$ cat src/rtl/bcd_alu.sv
// Multi-cycle BCD ALU: BCD->binary load, add/sub/mul/div, double-dabble back to BCD.
// Optional macro BCD_ALU_SATURATE_EN: overflow results read as all nines instead of zero.
//
// state | meaning
// IDLE  | waiting for execute, operands latched on the strobe
// LOAD  | operands converted to binary, digit check
// ARITH | add/sub one cycle, mul/div BIN_W cycles
// CONV  | BIN_W cycles of double-dabble
// DONE  | outputs updated, done pulse
module bcd_alu #(
    parameter int DIGITS = 3,
    parameter int BIN_W  = 10
) (
    input  logic                  clock,
    input  logic                  reset_n,
    input  logic                  execute,
    input  logic [1:0]            operator,
    input  logic [4*DIGITS-1:0]   a_bcd,
    input  logic [4*DIGITS-1:0]   b_bcd,
    output logic [4*DIGITS-1:0]   res_bcd,
    output logic                  neg,
    output logic                  ovf,
    output logic                  err,
    output logic                  busy,
    output logic                  done
);

    localparam int BW = 4 * DIGITS;
    localparam int CW = (BIN_W > 1) ? $clog2(BIN_W) : 1;
    localparam logic [CW-1:0]      CNT_TOP = CW'(BIN_W - 1);
    localparam logic [2*BIN_W-1:0] MAX_MAG = (2*BIN_W)'(10**DIGITS - 1);

`ifdef BCD_ALU_SATURATE_EN
    localparam logic [BW-1:0] OVF_RES = {DIGITS{4'h9}};
`else
    localparam logic [BW-1:0] OVF_RES = '0;
`endif

    typedef enum logic [2:0] {IDLE, LOAD, ARITH, CONV, DONE} state_t;
    state_t state, state_nxt;

    logic [1:0]         op_q;
    logic [BW-1:0]      a_q, b_q;
    logic [BIN_W-1:0]   a_bin, b_bin;
    logic               inv_q;
    logic [2*BIN_W-1:0] mag, mcand;
    logic [BIN_W-1:0]   mplier, rem;
    logic               sign_q, ovf_q;
    logic [CW-1:0]      cnt;
    logic [BW-1:0]      bcd;
    logic [BIN_W-1:0]   bin_sh;

    logic               arith_last, conv_last, div_take, sign_nxt, err_nxt;
    logic [BIN_W:0]     rem_sh;
    logic [BIN_W-1:0]   rem_nxt, q_nxt;
    logic [2*BIN_W-1:0] mag_nxt;
    logic [BW-1:0]      bcd_shift;

    function automatic logic [BIN_W-1:0] to_bin(input logic [BW-1:0] v);
        logic [BIN_W-1:0] acc;
        acc = '0;
        for (int i = DIGITS - 1; i >= 0; i--)
            acc = acc * BIN_W'(10) + BIN_W'(v[4*i +: 4]);
        return acc;
    endfunction

    function automatic logic bad_digit(input logic [BW-1:0] v);
        logic bad;
        bad = 1'b0;
        for (int i = 0; i < DIGITS; i++)
            if (v[4*i +: 4] > 4'd9) bad = 1'b1;
        return bad;
    endfunction

    function automatic logic [BW-1:0] dd_adj(input logic [BW-1:0] v);
        logic [BW-1:0] r;
        r = v;
        for (int i = 0; i < DIGITS; i++)
            if (v[4*i +: 4] >= 4'd5) r[4*i +: 4] = v[4*i +: 4] + 4'd3;
        return r;
    endfunction

    assign arith_last = !op_q[1] || (cnt == '0);
    assign conv_last  = (cnt == '0);
    assign err_nxt    = inv_q || ((op_q == 2'b11) && (b_bin == '0));

    // One restoring-division step: mplier holds the dividend shifting into the quotient.
    always_comb begin
        rem_sh    = {rem, mplier[BIN_W-1]};
        div_take  = (rem_sh >= {1'b0, b_bin});
        rem_nxt   = div_take ? (rem_sh[BIN_W-1:0] - b_bin) : rem_sh[BIN_W-1:0];
        q_nxt     = {mplier[BIN_W-2:0], div_take};
        sign_nxt  = 1'b0;
        mag_nxt   = mag;
        case (op_q)
            2'b00: mag_nxt = (2*BIN_W)'(a_bin) + (2*BIN_W)'(b_bin);
            2'b01: begin
                if (a_bin >= b_bin) begin
                    mag_nxt = (2*BIN_W)'(a_bin - b_bin);
                end else begin
                    mag_nxt  = (2*BIN_W)'(b_bin - a_bin);
                    sign_nxt = 1'b1;
                end
            end
            2'b10:   mag_nxt = mplier[0] ? (mag + mcand) : mag;
            default: mag_nxt = (2*BIN_W)'(q_nxt);
        endcase
        bcd_shift = BW'({dd_adj(bcd), bin_sh[BIN_W-1]});
    end

    always_ff @(posedge clock or negedge reset_n) begin
        if (!reset_n) state <= IDLE;
        else          state <= state_nxt;
    end

    always_comb begin
        state_nxt = state;
        busy      = 1'b1;
        done      = 1'b0;
        case (state)
            IDLE: begin
                busy = 1'b0;
                if (execute) state_nxt = LOAD;
            end
            LOAD:  state_nxt = ARITH;
            ARITH: if (arith_last) state_nxt = CONV;
            CONV:  if (conv_last) state_nxt = DONE;
            DONE: begin
                done      = 1'b1;
                state_nxt = IDLE;
            end
            default: state_nxt = IDLE;
        endcase
    end

    always_ff @(posedge clock or negedge reset_n) begin
        if (!reset_n) begin
            op_q    <= '0;
            a_q     <= '0;
            b_q     <= '0;
            a_bin   <= '0;
            b_bin   <= '0;
            inv_q   <= 1'b0;
            mag     <= '0;
            mcand   <= '0;
            mplier  <= '0;
            rem     <= '0;
            sign_q  <= 1'b0;
            ovf_q   <= 1'b0;
            cnt     <= '0;
            bcd     <= '0;
            bin_sh  <= '0;
            res_bcd <= '0;
            neg     <= 1'b0;
            ovf     <= 1'b0;
            err     <= 1'b0;
        end else begin
            case (state)
                IDLE: begin
                    if (execute) begin
                        op_q <= operator;
                        a_q  <= a_bcd;
                        b_q  <= b_bcd;
                    end
                end
                LOAD: begin
                    a_bin  <= to_bin(a_q);
                    b_bin  <= to_bin(b_q);
                    inv_q  <= bad_digit(a_q) || bad_digit(b_q);
                    mag    <= '0;
                    mcand  <= (2*BIN_W)'(to_bin(a_q));
                    mplier <= (op_q == 2'b10) ? to_bin(b_q) : to_bin(a_q);
                    rem    <= '0;
                    cnt    <= CNT_TOP;
                end
                ARITH: begin
                    mag    <= mag_nxt;
                    mcand  <= mcand << 1;
                    mplier <= (op_q == 2'b10) ? (mplier >> 1) : q_nxt;
                    rem    <= rem_nxt;
                    sign_q <= sign_nxt;
                    cnt    <= cnt - 1'b1;
                    if (arith_last) begin
                        cnt    <= CNT_TOP;
                        bin_sh <= mag_nxt[BIN_W-1:0];
                        bcd    <= '0;
                        ovf_q  <= !op_q[0] && (mag_nxt > MAX_MAG);
                    end
                end
                CONV: begin
                    bcd    <= bcd_shift;
                    bin_sh <= bin_sh << 1;
                    cnt    <= cnt - 1'b1;
                    if (conv_last) begin
                        res_bcd <= err_nxt ? '0 : (ovf_q ? OVF_RES : bcd_shift);
                        neg     <= sign_q && !err_nxt;
                        ovf     <= ovf_q;
                        err     <= err_nxt;
                    end
                end
                default: ;
            endcase
        end
    end

endmodule

$ cat config.mk
export PLATFORM = sky130hd
export DESIGN_NAME = bcd_alu
export DESIGN_NICKNAME = d
export VERILOG_FILES = /design/src/rtl/bcd_alu.sv
export SDC_FILE = /design/constraint.sdc
export NUM_CORES = 1
export LEC_CHECK = 0
export CORE_MARGIN = 5
export CORE_UTILIZATION = 58
export DETAILED_ROUTE_END_ITERATION = 6
export GPL_TIMING_DRIVEN = 0
export PLACE_DENSITY = 0.77
export SYNTH_ARGS = -nofsm -noshare
export SYNTH_HDL_FRONTEND = slang
export SYNTH_SLANG_ARGS = --single-unit
export TNS_END_PERCENT = 20
$ cat constraint.sdc
create_clock -name clock -period 12.05 [get_ports clock]
set_clock_uncertainty 0.1 [all_clocks]
set_input_delay 1.205 -clock clock [delete_from_list [all_inputs] [get_ports clock]]
set_output_delay 1.205 -clock clock [all_outputs]
set_load 0.01 [all_outputs]
==> flow_summary.yaml <==
route:
  ant_nets: 0
  num_vias: 10300
  wire_per_inst_microns: 20.0
  drc_errors: 0
  drt_iter0_drc: 908
  wirelength_microns: 32600
  via_per_inst: 6.31
  drt_first_pass_iters: 6
setup_path:
  cp-end-kind: "register"
  r2r-start: "a_q[9]"
  critical_path_arrival_ps: 4620
  critPathMaxFanout: 5
  reg2reg_depth: 17
  critPathRequiredTime_ps: 12270
  crit_start: "a_q[9]"
  worstSetupPathDepth: 17
  rrSetupSlack_ps: 7640
  worstSetupEndpoint: "mcand[9]"
  worstPathBufferInverterCount: 0
  slowest_delay_ps: 560
  crit_chain: "ha_1 -> ha_1 -> fa_1 -> nand2_1 -> nor2_1 -> xnor2_1 -> xor2_1 -> ha_1 -> ha_1 -> a21oi_1 -> xnor2_1 -> nand2_1 -> nor2_1 -> xor2_1 -> xnor2_1 -> nor2_1 -> a221o_1"
  crit_family: "adder cells"
  cp-start-kind: "register"
  slowest_stage: "fa_1"
  crit_type: "reg -> reg"
  crit_top_cell: "ha_1"
  r2r-end: "mcand[9]"
die:
  placementRows: 51
  fp.coreArea_sq_um: 19300
  fp.dieH_microns: 150
  ios: 46
  die_area_sq_um: 22400
  die_w_microns: 150
  start_util: 0.586
job:
  cap_violations: 0
global_route:
  overflow: 0
  grt_first_pass_wirelength_microns: 52400
  antenna_found_initial: 0
  grt_max_degree: 96
  track_usage: 0.297
  grt_pass1_vias: 9817
logic_synthesis:
  syn_avg_cell_area_sq_um: 8.83
  ys_types: 72
  synth_cells: 1283
  synth_fp_nets: 1434
  synthTopCellsByCount: "159 x nand2_1, 153 x dfrtp_1, 109 x ha_1, 108 x o21ai_0, 96 x a21oi_1"
  async_flop_share: 1.00
  synthMostInstantiatedCell: "nand2_1"
  syn_area_sq_um: 11300
  synth_flop_cell: "dfrtp_1"
  synth-seq-cells: 153
  yosysTopAreaCell: "dfrtp_1"
  yosys-top-cells-area: "dfrtp_1 34%, ha_1 12%, nand2_1 5.3%"
  synth_top_cell_area_share: 0.338
  synth-edff-count: 0
  yosysWarnings: 0
  seq_area_frac_synth: 0.338
sta:
  period_minus_slack_ps: 4410
  tightestPinTransition_ps: 966
  finalCritPeriodShare: 0.366
  rsz0062_at_grt: "false"
  setup_violations: 0
  finalHoldViolCount: 0
  max_freq_mhz: 227
  fin_setup_tns_ps: 0
  slew_headroom: 0.351
  maxSlewViolCount: 0
finish:
  num_antenna_cells: 0
  synthToLayoutAreaGrowth_pct: 12.5
  drive_gt1_frac: 0.0580
  finalNetCount: 1499
place:
  gp_congestion: 1.01
  post-dp-hpwl_microns: 24900
  io_buffers: 45
clock_tree:
  cts_buffer_depth: 2
  cts_tree: "built"
  cts.sinks: 153
  cts_setup_buffers: 0
  root_buffer: "clkbuf_16"
  clk_latency_ps: 440
  cts_made_buffers: 17
  htreeDepth: 4
  postCtsResizedCells: 0
  cts_hold_buf: 0
  clk_pin_slew_ps: 70
status:
  outcome: "completed"
hold_path:
  hold_path.class: "reg -> reg"
-- area by class of cell --
type                       instances  area [sq um]
buffer                            60           258
clock buffer                      17           425
clock inverter                    15           184
fill                            1616          6590
inverter                          63           236
multi-input combinational       1007          7010
sequential                       153          3830
tap                              265           332
timing repair buffer              46           479
-- worst min path at each step --
stage | depth (start not counted) | startpoint | end
2_1_floorplan | 2 | inv_q | inv_q
3_3_place_gp | 1 | bin_sh[7] | bin_sh[7]
3_5_place_dp | 1 | bin_sh[6] | bin_sh[6]
4_1_cts | 1 | bin_sh[7] | bin_sh[7]
5_1_grt | 2 | res_bcd[6] | res_bcd[6]
6_report | 1 | bin_sh[5] | bin_sh[5]
-- logic make-up after synthesis --
| family | Yosys count | synth area share |
|---|---|---|
| muxes | 48 | 0.0455 |
| AOI/OAI and AO/OA | 400 | 0.227 |
| and+or+nand+nor | 383 | 0.161 |
| adders and majority gates | 122 | 0.143 |
| DFF | 153 | 0.338 |
| xor gates and xnor gates | 54 | 0.0417 |
| buffers and inverters | 123 | 0.0436 |
-- placed cells by master, fill, tap and decap left out, types with 6 or more instances in the layout --
cell type	n
fa_1	13
mux2_2	28
a211oi_1	20
o211ai_1	9
xnor2_1	38
nor2_1	75
xor2_1	16
o22ai_1	8
nor3b_1	7
nand2b_1	11
or3_1	11
a22o_1	26
inv_1	63
clkbuf_1	49
nand4_1	8
o21a_1	10
o21ai_0	108
nor2b_1	15
mux2i_1	20
dfrtp_1	153
a21o_1	33
clkdlybuf4s50_1	44
a31oi_1	19
a311oi_1	6
a21oi_1	96
nand3_1	27
nor3_1	24
o21bai_1	9
a22oi_1	7
and3_1	12
clkbuf_16	17
nand2_1	159
ha_1	109
-- state kept, by name (all words and copies together) (netlist names), 12 cells and up --
name	flops
mcand	20
res_bcd	12
b_q	12
a_q	12
bcd	12
mag	20
-- stage by stage --
step | instance area, sq um | instances | hold WS (ps) | util | worst slack, ps
after floorplan | 11300 | 1283 | 339 | - | 8090
after global placement | 12100 | 1593 | 360 | 0.626 | 3390
after detailed placement | 12100 | 1594 | 365 | 0.628 | 7670
after CTS | 12700 | 1626 | 382 | 0.659 | 7650
after global routing | 12700 | 1626 | 401 | 0.659 | 7400
final | 12700 | 1626 | 379 | 0.659 | 7640
-- metal layers --
layer	GRT usage	vias up	routed length, microns
li1	-	4797	-
met1	0.404	4881	13700
met2	0.474	496	14900
met3	0.0548	94	2780
met4	0.113	0	1210
met5	0	-	0
Power is not shown: default switching activity piles up to over one toggle a cycle in this logic, so the estimate is an artifact.
